--- src/rtl/axis_packet_gen.sv ---
// AXI4-Stream packet generator: emits cfg_count packets of cfg_len beats with
// programmable inter-packet gaps and one of four data patterns.
module axis_packet_gen #(
    parameter int unsigned C_AXIS_TDATA_WIDTH = 8,
    parameter int unsigned C_LEN_WIDTH        = 8,
    parameter int unsigned C_CNT_WIDTH        = 16
) (
    input  logic                            aclk,
    input  logic                            aresetn,
    input  logic                            start,
    input  logic                            abort,
    input  logic [C_LEN_WIDTH-1:0]          cfg_len,
    input  logic [C_CNT_WIDTH-1:0]          cfg_count,
    input  logic [C_LEN_WIDTH-1:0]          cfg_gap,
    input  logic [1:0]                      cfg_mode,
    input  logic [C_AXIS_TDATA_WIDTH-1:0]   cfg_seed,
    output logic                            busy,
    output logic                            done,
    output logic [C_CNT_WIDTH-1:0]          pkt_sent,
    output logic                            m_axis_tvalid,
    input  logic                            m_axis_tready,
    output logic [C_AXIS_TDATA_WIDTH-1:0]   m_axis_tdata,
    output logic [C_AXIS_TDATA_WIDTH/8-1:0] m_axis_tstrb,
    output logic [C_AXIS_TDATA_WIDTH/8-1:0] m_axis_tkeep,
    output logic                            m_axis_tlast
);

    localparam int unsigned DW = C_AXIS_TDATA_WIDTH;
    localparam int unsigned KW = C_AXIS_TDATA_WIDTH / 8;
    localparam int unsigned LW = C_LEN_WIDTH;
    localparam int unsigned BW = C_LEN_WIDTH + 1;
    localparam int unsigned CW = C_CNT_WIDTH;

    typedef enum logic [1:0] {
        S_IDLE = 2'd0,
        S_SEND = 2'd1,
        S_GAP  = 2'd2,
        S_DONE = 2'd3
    } state_e;

    state_e          state_q, state_d;
    logic [BW-1:0]   last_idx_q, last_idx_d;
    logic [CW-1:0]   count_q, count_d;
    logic [LW-1:0]   gap_q, gap_d;
    logic [1:0]      mode_q, mode_d;
    logic [DW-1:0]   seed_q, seed_d;
    logic [BW-1:0]   beat_q, beat_d;
    logic [LW-1:0]   gap_cnt_q, gap_cnt_d;
    logic            abort_q, abort_d;
    logic [CW-1:0]   pkt_sent_q, pkt_sent_d;
    logic            tvalid_q, tvalid_d;
    logic            tlast_q, tlast_d;
    logic [DW-1:0]   tdata_q, tdata_d;
    logic [KW-1:0]   tkeep_q, tkeep_d;
    logic            busy_q, busy_d;
    logic            done_q, done_d;

    logic            hs;
    logic [CW-1:0]   pkt_inc;

    // Data value of the beat that follows cur in the selected pattern
    function automatic logic [DW-1:0] next_data(
        input logic [1:0]    mode,
        input logic [DW-1:0] cur,
        input logic [DW-1:0] seed,
        input logic          is_last
    );
        logic [DW-1:0] nxt;
        case (mode)
            2'd0:    nxt = DW'(cur + DW'(1));
            2'd1:    nxt = seed;
            2'd2:    nxt = {cur[DW-2:0], cur[DW-1]};
            default: nxt = is_last ? seed : DW'(cur + DW'(1));
        endcase
        return nxt;
    endfunction

    assign hs      = tvalid_q & m_axis_tready;
    assign pkt_inc = CW'(pkt_sent_q + CW'(1));

    always_comb begin
        state_d    = state_q;
        last_idx_d = last_idx_q;
        count_d    = count_q;
        gap_d      = gap_q;
        mode_d     = mode_q;
        seed_d     = seed_q;
        beat_d     = beat_q;
        gap_cnt_d  = gap_cnt_q;
        abort_d    = abort_q;
        pkt_sent_d = pkt_sent_q;
        tvalid_d   = tvalid_q;
        tlast_d    = tlast_q;
        tdata_d    = tdata_q;
        busy_d     = busy_q;
        done_d     = 1'b0;

        case (state_q)
            S_IDLE: begin
                if (start) begin
                    last_idx_d = (cfg_len == '0) ? '0 : BW'(BW'(cfg_len) - BW'(1));
                    count_d    = cfg_count;
                    gap_d      = cfg_gap;
                    mode_d     = cfg_mode;
                    seed_d     = cfg_seed;
                    beat_d     = '0;
                    abort_d    = 1'b0;
                    pkt_sent_d = '0;
                    tdata_d    = cfg_seed;
                    if (cfg_count == '0) begin
                        state_d = S_DONE;
                        done_d  = 1'b1;
                        busy_d  = 1'b0;
                    end else begin
                        state_d  = S_SEND;
                        tvalid_d = 1'b1;
                        tlast_d  = (cfg_len <= LW'(1));
                        busy_d   = 1'b1;
                    end
                end
            end

            S_SEND: begin
                abort_d = abort_q | abort;
                if (hs) begin
                    tdata_d = next_data(mode_q, tdata_q, seed_q, tlast_q);
                    if (tlast_q) begin
                        pkt_sent_d = pkt_inc;
                        beat_d     = '0;
                        if ((pkt_inc == count_q) || abort_q || abort) begin
                            state_d  = S_DONE;
                            tvalid_d = 1'b0;
                            tlast_d  = 1'b0;
                            busy_d   = 1'b0;
                            done_d   = 1'b1;
                        end else if (gap_q != '0) begin
                            state_d   = S_GAP;
                            gap_cnt_d = gap_q;
                            tvalid_d  = 1'b0;
                            tlast_d   = 1'b0;
                        end else begin
                            tlast_d = (last_idx_q == '0);
                        end
                    end else begin
                        beat_d  = BW'(beat_q + BW'(1));
                        tlast_d = (BW'(beat_q + BW'(1)) == last_idx_q);
                    end
                end
            end

            S_GAP: begin
                // Abort during the gap ends the run without starting another packet
                if (abort_q || abort) begin
                    state_d = S_DONE;
                    busy_d  = 1'b0;
                    done_d  = 1'b1;
                end else if (gap_cnt_q <= LW'(1)) begin
                    state_d  = S_SEND;
                    tvalid_d = 1'b1;
                    tlast_d  = (last_idx_q == '0);
                end else begin
                    gap_cnt_d = LW'(gap_cnt_q - LW'(1));
                end
            end

            S_DONE: begin
                state_d = S_IDLE;
                abort_d = 1'b0;
            end

            default: state_d = S_IDLE;
        endcase

        tkeep_d = {KW{tvalid_d}};
    end

    always_ff @(posedge aclk or negedge aresetn) begin
        if (!aresetn) begin
            state_q    <= S_IDLE;
            last_idx_q <= '0;
            count_q    <= '0;
            gap_q      <= '0;
            mode_q     <= '0;
            seed_q     <= '0;
            beat_q     <= '0;
            gap_cnt_q  <= '0;
            abort_q    <= 1'b0;
            pkt_sent_q <= '0;
            tvalid_q   <= 1'b0;
            tlast_q    <= 1'b0;
            tdata_q    <= '0;
            tkeep_q    <= '0;
            busy_q     <= 1'b0;
            done_q     <= 1'b0;
        end else begin
            state_q    <= state_d;
            last_idx_q <= last_idx_d;
            count_q    <= count_d;
            gap_q      <= gap_d;
            mode_q     <= mode_d;
            seed_q     <= seed_d;
            beat_q     <= beat_d;
            gap_cnt_q  <= gap_cnt_d;
            abort_q    <= abort_d;
            pkt_sent_q <= pkt_sent_d;
            tvalid_q   <= tvalid_d;
            tlast_q    <= tlast_d;
            tdata_q    <= tdata_d;
            tkeep_q    <= tkeep_d;
            busy_q     <= busy_d;
            done_q     <= done_d;
        end
    end

    assign busy          = busy_q;
    assign done          = done_q;
    assign pkt_sent      = pkt_sent_q;
    assign m_axis_tvalid = tvalid_q;
    assign m_axis_tdata  = tdata_q;
    assign m_axis_tlast  = tlast_q;
    assign m_axis_tstrb  = tkeep_q;
    assign m_axis_tkeep  = tkeep_q;

endmodule

--- config.mk ---
export PLATFORM = sky130hd
export DESIGN_NAME = axis_packet_gen
export DESIGN_NICKNAME = d
export VERILOG_FILES = /design/src/rtl/axis_packet_gen.sv
export SDC_FILE = /design/constraint.sdc
export NUM_CORES = 1
export LEC_CHECK = 0
export BUFFER_PORTS_ARGS = -buffer_cell sky130_fd_sc_hd__buf_2
export CORE_MARGIN = 5
export CORE_UTILIZATION = 50
export DETAILED_ROUTE_END_ITERATION = 12
export PLACE_DENSITY = 0.81
export REMOVE_ABC_BUFFERS = 1
export SLEW_MARGIN = 20
export SYNTH_ARGS = -nofsm -noshare
export SYNTH_HDL_FRONTEND = slang
export SYNTH_SLANG_ARGS = --single-unit
--- constraint.sdc ---
create_clock -name aclk -period 3.2 [get_ports aclk]
set_input_delay 0.16 -clock aclk [delete_from_list [all_inputs] [get_ports aclk]]
set_output_delay 0.16 -clock aclk [all_outputs]
set_load 0.01 [all_outputs]
==> summary.md, run 1 <==
| Metric | Value |
|---|---|
| HPWL after detailed placement | `10.4 mm` |
| CP top delay family | `compound AO/OA/AOI/OAI gates` |
| Nature of the critical path endpoint | `register` |
| Crit path cell chain | `ha_1 -> and3_1 -> and4_1 -> a31oi_1 -> a2111o_1 -> a2111oi_4 -> buf_4 -> a2111oi_0 -> a2111o_1` |
| Initial Util | `51.6%` |
| Pwr Density | `834 nW/um^2` |
| Vias in the first global route | `4932` |
| RSZ-0062 raised after global routing | `no` |
| Grt ovf | `0` |
| Reg clk slew, reported paths | `approximately 0.060 ns` |
| Clock Tree Root | `clkbuf_16` |
| Worst skew pair latency | `0.34 ns` |
| Final ANT Viol Nets | `0` |
| Die Y | `between 100 and 150 um` |
| Clock skew | `0.00766 ns` |
| Seq/Total Area, Yosys | `40.2%` |
| Async set-reset flop share out of synthesis | `100%` |
| Maximum VDD drop | `0.000453 V` |
| FF+latch count, synth | `91` |
| Delay of the slowest cell on the worst path | `0.47 ns` |
| Worst-path maximum fanout | `22` |
| Cts bufs inserted | `9` |
| CTS H-tree depth | `3` |
| Final Hold Viols | `0` |
| CTS sink cnt | `91` |
| Crit. path cell count | `9` |
| Row count | `38` |
| Worst EP arrival | `3.21 ns` |
| CTS tree | `built` |
| Avg Inst Size Synth | `just over 9 sq um` |
| P_leak | `2.82 nW` |
| Critical Path Source Type | `register` |
| Crit path kind | `register to register` |
| Min cycle time layout | `between 2 and 3 ns` |
| WL final | `14.1 mm` |
| Crit path max-delay cell type | `dfrtp_1` |
| Cell Area, Synth | `about 5700 sq um` |
| Top cell by count, worst path | `a2111o_1` |
| Final Max Tran Viols | `0` |
| Largest net degree at the start of global routing | `49` |
| First-iteration detailed-routing DRC count | `roughly 480` |
| Worst min path class | `input port to register` |
| Total track usage | `21.5%` |
| Core ar. | `11000 sq um` |
| Placed cell area | `6190 sq um` |
| Worst Path Required | `3.42 ns` |
| Chip width | `116 um` |
| Initial antenna violation count | `0` |
| Post-synth cell types | `62` |
| Final setup violating endpoints | `0` |
| Worst-case clock buffer depth | `2` |
| First-pass GRT wire length | `roughly 24 mm` |
| WL per Instance | `16.9 um` |
| Final Wtd Congestion | `0.999` |
| Vias | `5106` |
| Diode count | `0` |
| Fmax | `about 330 MHz` |
| Post-synth EDFFs | `0` |
| Max_cap viols | `0` |
| Layout cells sized above 1 | `between 20% and 30%` |
| Final #Nets | `748` |
| # fillers | `930` |
| Period utilisation layout | `93.6%` |
| Worst slew pin tran | `0.870 ns` |
| Post-route cell area | `6480 sq um` |
| Die ar. | `between 10000 and 15000 sq um` |
| Bufs and invs on worst path | `1` |
| Post-cts sizing count | `0` |
| Hold Crit Depth | `2` |
| Synth warn | `0` |
| Finished Layout Cells | `834` |
| Drt pass-1 iters | `5` |
| Area growth from synthesis to layout | `14.4%` |
| Slew headroom | `41.9%` |
| Ys flop type | `dfrtp_1` |
| Synth Instances | `620` |
| # IOs | `77` |
| Placed cell count | `817` |
| IO Port Bufs | `76` |
| Run status | `finished, final reports clean` |
| Residual DRC | `0` |
| Drt via density | `6.12` |
| Post-CTS Hold Buffers | `1` |
| Post-CTS Setup Inserts | `0` |
| Worst R2R Path Depth | `9` |
==> cell usage after synthesis (3+ instances only) <==
cell type	count	area [sq um]
buf_4	5	37.5
mux2_2	38	428
a31oi_1	10	62.6
nor4_1	11	68.8
nand4_1	7	43.8
buf_2	7	35.0
mux2i_1	5	50.1
o21ai_0	60	300
inv_1	16	60.1
nand2_1	70	263
a21oi_1	25	125
and2_1	5	31.3
xor2_1	14	123
ha_1	12	150
a221o_1	5	50.1
nor2b_1	8	50.1
or3_1	7	43.8
clkbuf_1	22	82.6
nor2_1	37	139
nor3_1	10	50.1
buf_1	3	11.3
and3_1	8	50.1
nand3_1	23	115
o41ai_1	4	35.0
dfrtp_1	91	2280
or2_2	3	18.8
nand2b_1	3	18.8
a2111o_1	4	45.0
a211oi_1	6	45.0
o31ai_1	11	82.6
and4_1	5	43.8
o2111ai_1	4	35.0
o22ai_1	8	50.1
xnor2_1	29	254
a21o_1	5	37.5
==> power breakdown <==
group / internal [mW] / switching (mW)
clock: 0.551 / 0.447
combinational: 1.07 / 1.26
sequential: 1.57 / 0.496
total: 3.20 / 2.21
==> path summary, 6_finish.rpt <==
| kind | startpoint | slack [ns] | end |
|---|---|---|---|
| max in group asynchronous | aresetn | 2.04 | seed_q[2] |
| setup / recovery | pkt_sent[1] | 0.21 | gap_cnt_q[3] |
| hold reg to reg | beat_q[8] | 0.52 | beat_q[8] |
| hold / removal | cfg_gap[5] | 0.05 | gap_q[5] |
| setup reg to reg | pkt_sent[1] | 0.21 | gap_cnt_q[3] |
| min in group asynchronous | aresetn | 0.40 | mode_q[0] |
==> sequential cells by signal, indices dropped and copies added (netlist names) <==
register / flops
mode_q: 2
gap_cnt_q: 8
seed_q: 8
gap_q: 8
beat_q: 9
count_q: 16
done: 1
last_idx_q: 9
busy: 1
state_q: 2
abort_q: 1
pkt_sent: 16
m_axis_tkeep: 1
m_axis_tlast: 1
m_axis_tdata: 8
==> routing by layer <==
| layer | global-route usage [%] | routed length [um] | share of wire [%] |
|---|---|---|---|
| met5 | 0 | 0 | 0 |
| met4 | 7.66 | 265 | 1.9 |
| met3 | 3.73 | 825 | 5.8 |
| met2 | 35.5 | 6840 | 48 |
| met1 | 28.7 | 6190 | 44 |
==> cells in the final DEF, fill, tap and decap left out, types with 20 or more instances in the layout <==
cell,instances
dfrtp_1,91
nand2_1,69
buf_4,20
nor2_1,37
a21oi_1,25
o21ai_0,60
buf_2,75
mux2_2,38
xnor2_1,29
nand3_1,23
==> cell type report <==
cell class	count	area, sq um	area share [%]
multi-input cells	474	3150	48.6
flip-flops and latches	91	2280	35.1
repair buffers	96	536	8.26
clock buffers	11	243	3.75
well taps	140	175	2.70
inverters	17	63.8	0.985
clock inverters	5	37.5	0.579
==> stage by stage <==
| stage | hold slack (ns) | power, mW | setup WS, ns | utilization (%) | TNS, ns |
|---|---|---|---|---|---|
| floorplan | -0.136 | 3.63 | -0.0209 | - | -0.0417 |
| global placement | 0.213 | 4.27 | 0.352 | 56.4 | 0 |
| detailed placement | 0.230 | 4.39 | 0.260 | 56.4 | 0 |
| CTS | 0.0466 | 5.40 | 0.231 | 59.0 | 0 |
| global route | 0.0504 | 5.80 | 0.0518 | 59.0 | 0 |
| finish | 0.0509 | 5.40 | 0.206 | 59.0 | 0 |
==> cells by family after synthesis <==
group                    Yosys count  share of synthesized area, %
XOR/XNOR                          43                          6.65
AND/OR/NAND/NOR                  205                          17.9
buffers and inverters             55                          4.26
adder cells (fa/ha/maj)           12                          2.65
multiplexers                      43                          8.44
AO/OA/AOI/OAI                    171                          19.9
flip-flops                        91                          40.2
Note: power is estimated with default switching activity, not from simulation.
==> inputs of run 2 (changes only) <==
--- a/config.mk
+++ b/config.mk
@@ -11,6 +11,7 @@
 export DETAILED_ROUTE_END_ITERATION = 12
 export PLACE_DENSITY = 0.81
 export REMOVE_ABC_BUFFERS = 1
+export SETUP_SLACK_MARGIN = 0.5
 export SLEW_MARGIN = 20
 export SYNTH_ARGS = -nofsm -noshare
 export SYNTH_HDL_FRONTEND = slang
==> summary.md, run 2 (synthesis results as in run 1) <==
| Metric | Value |
|---|---|
| Worst skew pair latency | `0.34 ns` |
| First-iteration detailed-routing DRC count | `between 500 and 600` |
| Final #Nets | `760` |
| Layout cells sized above 1 | `between 20% and 30%` |
| Core ar. | `11000 sq um` |
| First-pass GRT wire length | `24.2 mm` |
| Reg clk slew, reported paths | `0.07 ns` |
| Final Wtd Congestion | `0.999` |
| Max_cap viols | `0` |
| Run status | `finished, final reports clean` |
| Worst-path maximum fanout | `7` |
| Residual DRC | `0` |
| WL final | `14.7 mm` |
| Slew headroom | `56.7%` |
| Setup TNS | `0 ns` |
| Finished Layout Cells | `846` |
| Vias in the first global route | `4991` |
| Final setup violating endpoints | `0` |
| Row count | `38` |
| Area growth from synthesis to layout | `17.5%` |
| Crit path kind | `register to register` |
| CTS sink cnt | `between 90 and 100` |
| Clock skew | `between 0.007 and 0.008 ns` |
| Vias | `between 5000 and 6000` |
| Initial antenna violation count | `0` |
| Cts bufs inserted | `9` |
| Drt pass-1 iters | `5` |
| Worst Path Required | `3.41 ns` |
| RSZ-0062 raised after global routing | `yes` |
| HPWL after detailed placement | `10.4 mm` |
| CTS H-tree depth | `3` |
| Register area | `between 2000 and 2500 sq um` |
| Most frequent cells in the layout | `86 x dfrtp_1, 76 x buf_2, 69 x nand2_1` |
| Fmax | `approximately 370 MHz` |
| WL per Instance | `about 17 um` |
| Most common cell after layout, fill and taps aside | `dfrtp_1` |
| IO Port Bufs | `76` |
| Post-route cell area | `6660 sq um` |
| Drt via density | `6.11` |
| Pwr Total | `about 5.5 mW` |
| Worst slew pin tran | `0.648 ns` |
| Final ANT Viol Nets | `0` |
| # IOs | `77` |
| Chip width | `116 um` |
| Critical Path Source Type | `register` |
| Area of the multi-input gates | `between 3000 and 4000 sq um` |
| Period utilisation layout | `approximately 85%` |
| Largest net degree at the start of global routing | `49` |
| P_leak | `approximately 2.9 nW` |
| Total track usage | `22.0%` |
| Maximum VDD drop | `around 0.00046 V` |
| Die Y | `116 um` |
| CTS tree | `built` |
| Worst EP arrival | `2.92 ns` |
| Grt ovf | `0` |
| WHS | `0.0529 ns` |
| # fillers | `911` |
| Worst-case clock buffer depth | `2` |
| Final Hold Viols | `0` |
| Final Max Tran Viols | `0` |
| Diode count | `0` |
| Worst min path class | `input port to register` |
| Placed cell count | `approximately 820` |
| Die ar. | `13600 sq um` |
| Nature of the critical path endpoint | `register` |
| Initial Util | `51.6%` |
| Placed cell area | `6190 sq um` |
| Pwr Density | `825 nW/um^2` |
| Min cycle time layout | `~2.7 ns` |
| Clock Tree Root | `clkbuf_16` |
-- run 2: changes by cell type in the layout (fill, tap and decap cells not counted), moves of 2 or more --
cell     before  now
buf_4        20   27
dfrtp_2       0    5
buf_6         0    4
nor3_1       10    8
nor3_2        0    2
dfrtp_1      91   86
ha_1         12   10
-- run 2: path summary, 6_finish.rpt --
kind	to	depth (start not counted)	startpoint	slack, ns
max in group asynchronous	pkt_sent[1]	3	aresetn	2.04
min in group asynchronous	mode_q[0]	2	aresetn	0.40
hold reg to reg	beat_q[8]	2	beat_q[8]	0.52
hold / removal	gap_q[5]	2	cfg_gap[5]	0.05
setup / recovery	gap_cnt_q[2]	8	pkt_sent[13]	0.49
setup reg to reg	gap_cnt_q[2]	8	pkt_sent[13]	0.49
-- run 2: layout make-up --
cell class                 count  area share, %
inverter                      17          0.959
multi-input combinational    474           48.3
clock buffer                  11           3.65
timing repair buffer         108           9.59
clock inverter                 5          0.564
sequential                    91           34.3
tap                          140           2.63
-- run 2: power by group --
group	switching (mW)	internal, mW	leakage, nW	total, mW
clock network	0.445	0.551	0.132	0.996
registers	0.504	1.57	1.13	2.08
logic	1.30	1.12	1.63	2.42
-- run 2: critical path, stage by stage (launching register included) --
cell       delay [ns]
dfrtp_2          0.45
xnor2_1          0.16
or3_1            0.32
a211o_1          0.30
a2111o_1         0.40
a2111oi_4        0.29
buf_6            0.18
a2111oi_0        0.10
a2111o_1         0.38
-- run 2: stage by stage --
step	setup slack, ns	util (%)
floorplan	-0.0209	-
global placement	0.352	56.4
detailed placement	0.260	56.4
CTS	0.503	59.7
global route	0.380	60.6
finish	0.492	60.6
-- run 2: per-layer routing --
metal,vias up,global-route usage (%),routed length [um]
li1,2436,-,-
met3,29,4.09,982
met5,-,0,0
met1,2476,29.2,6270
met4,0,7.66,308
met2,226,36.3,7150
-- run 2: what timing repair did --
action / 4_1_cts / 5_1_grt
setup buffers: 5 / 5
pin swaps: 2 / 1
hold buffers: 1 / 0
gates cloned: 2 / 0
resized for setup: 8 / 17
hold endpoints to repair: 46 / 0
setup endpoints to repair: 10 / 15
==> inputs of run 3 (changes only) <==
--- a/config.mk
+++ b/config.mk
@@ -9,7 +9,7 @@
 export CORE_MARGIN = 5
 export CORE_UTILIZATION = 50
 export DETAILED_ROUTE_END_ITERATION = 12
-export PLACE_DENSITY = 0.81
+export PLACE_DENSITY = 0.84
 export REMOVE_ABC_BUFFERS = 1
 export SETUP_SLACK_MARGIN = 0.5
 export SLEW_MARGIN = 20
==> constraint.sdc (replaced) <==
create_clock -name aclk -period 2.4 [get_ports aclk]
set_input_delay 0.12 -clock aclk [delete_from_list [all_inputs] [get_ports aclk]]
set_output_delay 0.12 -clock aclk [all_outputs]
set_load 0.01 [all_outputs]
==> summary.md, run 3 (synthesis results as in run 1) <==
| Metric | Value |
|---|---|
| Area growth from synthesis to layout | `28.4%` |
| Worst-path maximum fanout | `5` |
| Delay of the slowest cell on the worst path | `0.42 ns` |
| # fillers | `about 810` |
| CTS H-tree depth | `3` |
| Drt pass-1 iters | `6` |
| Worst EP arrival | `2.86 ns` |
| Worst Slack Setup Final | `-0.232 ns` |
| Placed cell area | `about 6500 sq um` |
| Max_cap viols | `0` |
| Period utilisation layout | `110%` |
| Bufs and invs on worst path | `1` |
| Vias | `5509` |
| Critical Path Source Type | `register` |
| Largest net degree at the start of global routing | `55` |
| Pre-CTS setup slack | `-0.369 ns` |
| Reg clk slew, reported paths | `approximately 0.060 ns` |
| Worst Path Required | `2.63 ns` |
| WL final | `16.5 mm` |
| Total track usage | `24.0%` |
| Worst slew pin tran | `0.542 ns` |
| Nature of the critical path endpoint | `register` |
| Worst skew pair latency | `0.35 ns` |
| Crit path max-delay cell type | `dfrtp_1` |
| Residual DRC | `0` |
| Fmax | `380 MHz` |
| Maximum VDD drop | `between 0.0005 and 0.0006 V` |
| Row count | `38` |
| # IOs | `77` |
| First-pass GRT wire length | `~26 mm` |
| Die Y | `116 um` |
| Chip width | `between 100 and 150 um` |
| Failing checks | `negative setup slack` |
| IO Port Bufs | `76` |
| Worst min path class | `input port to register` |
| Clock Tree Root | `clkbuf_16` |
| CP top delay family | `compound AO/OA/AOI/OAI gates` |
| CTS tree | `built` |
| Initial antenna violation count | `1` |
| Initial Util | `51.6%` |
| Post-route cell area | `7270 sq um` |
| WHS | `0.00329 ns` |
| Most common cell after layout, fill and taps aside | `dfrtp_1` |
| P_leak | `3.24 nW` |
| Final #Nets | `812` |
| Grt ovf | `0` |
| Core Util, Final | `66.2%` |
| Cts bufs inserted | `9` |
| Crit path cell chain | `nand4_4 -> or3_1 -> a211o_1 -> a2111o_1 -> a2111oi_4 -> buf_4 -> o31a_1 -> mux2_4` |
| Clock skew | `0.00806 ns` |
| Run status | `finished, violations left` |
| Core ar. | `between 10000 and 15000 sq um` |
| Setup TNS | `-2.27 ns` |
| Slew headroom | `63.5%` |
| Layout cells sized above 1 | `32.4%` |
| HPWL after detailed placement | `11.2 mm` |
| CTS sink cnt | `91` |
| Worst-case clock buffer depth | `2` |
| Most frequent cells in the layout | `87 x dfrtp_1, 76 x buf_2, 69 x nand2_1` |
| Vias in the first global route | `5418` |
| Drt via density | `6.14` |
| First-iteration detailed-routing DRC count | `between 400 and 500` |
| RSZ-0062 raised after global routing | `yes` |
| WL per Instance | `18.4 um` |
| Crit path kind | `register to register` |
| Die ar. | `13600 sq um` |
| Pwr Density | `1140 nW/um^2` |
| Final ANT Viol Nets | `0` |
| Final Max Tran Viols | `0` |
| Final Wtd Congestion | `0.951` |
| Min cycle time layout | `2.63 ns` |
| Final Hold Viols | `0` |
| Final setup violating endpoints | `13` |
run 3: per-stage QoR:
stage	power (mW)	instances
floorplan	4.84	582
global placement	5.78	858
detailed placement	5.96	858
CTS	7.85	887
global route	8.70	897
finish	8.25	897
run 3: cell type report:
cell class                      count  area (sq um)  share of cell area, %
Multi-Input combinational cell    474          3290                   45.2
Sequential cell                    91          2280                   31.4
Timing Repair Buffer              160          1100                   15.1
Clock buffer                        9           225                   3.10
Tap cell                          140           175                   2.41
Clock inverter                      5           128                   1.76
Inverter                           17          71.3                  0.981
Antenna cell                        1          2.50                 0.0344
run 3: worst register-to-register path: cells and delay by family (launching register included):
family	cells	cell delay, ns
buffers and inverters	1	0.21
AND/OR/NAND/NOR	2	0.48
AO/OA/AOI/OAI	4	1.09
flip-flops	1	0.42
multiplexers	1	0.31
run 3: worst paths after layout:
path                              from    endpoint  slack [ns]  depth (start not counted)
max                        pkt_sent[8]  state_q[1]       -0.23                          8
min                         cfg_gap[6]    gap_q[6]       0.003                          2
max reg2reg                pkt_sent[8]  state_q[1]       -0.23                          8
min reg2reg                  beat_q[8]   beat_q[8]        0.53                          2
max in group asynchronous      aresetn  state_q[0]        1.42                          3
min in group asynchronous      aresetn   seed_q[3]        0.29                          2
run 3: timing repair:
item | in CTS | in global routing
gates cloned | 1 | 0
setup buffers | 11 | 9
hold buffers | 3 | 0
endpoints found under the hold margin | 39 | 0
pin swaps | 18 | 5
gates resized for setup | 28 | 29
setup endpoints to repair | 45 | 72
run 3: routing by layer:
metal	global-route usage, %	routed length [um]	up-vias
li1	-	-	2543
met2	40.2	8030	255
met4	10.2	529	0
met5	0	0	-
met3	4.15	1180	52
met1	30.8	6740	2659
run 3: report_power, final:
part / switching, mW / leakage (nW) / internal, mW / total, mW
clock network: 0.600 / 0.168 / 1.11 / 1.71
registers: 0.705 / 1.13 / 2.10 / 2.81
logic: 1.94 / 1.94 / 1.79 / 3.74
total: 3.25 / 3.24 / 5.00 / 8.25
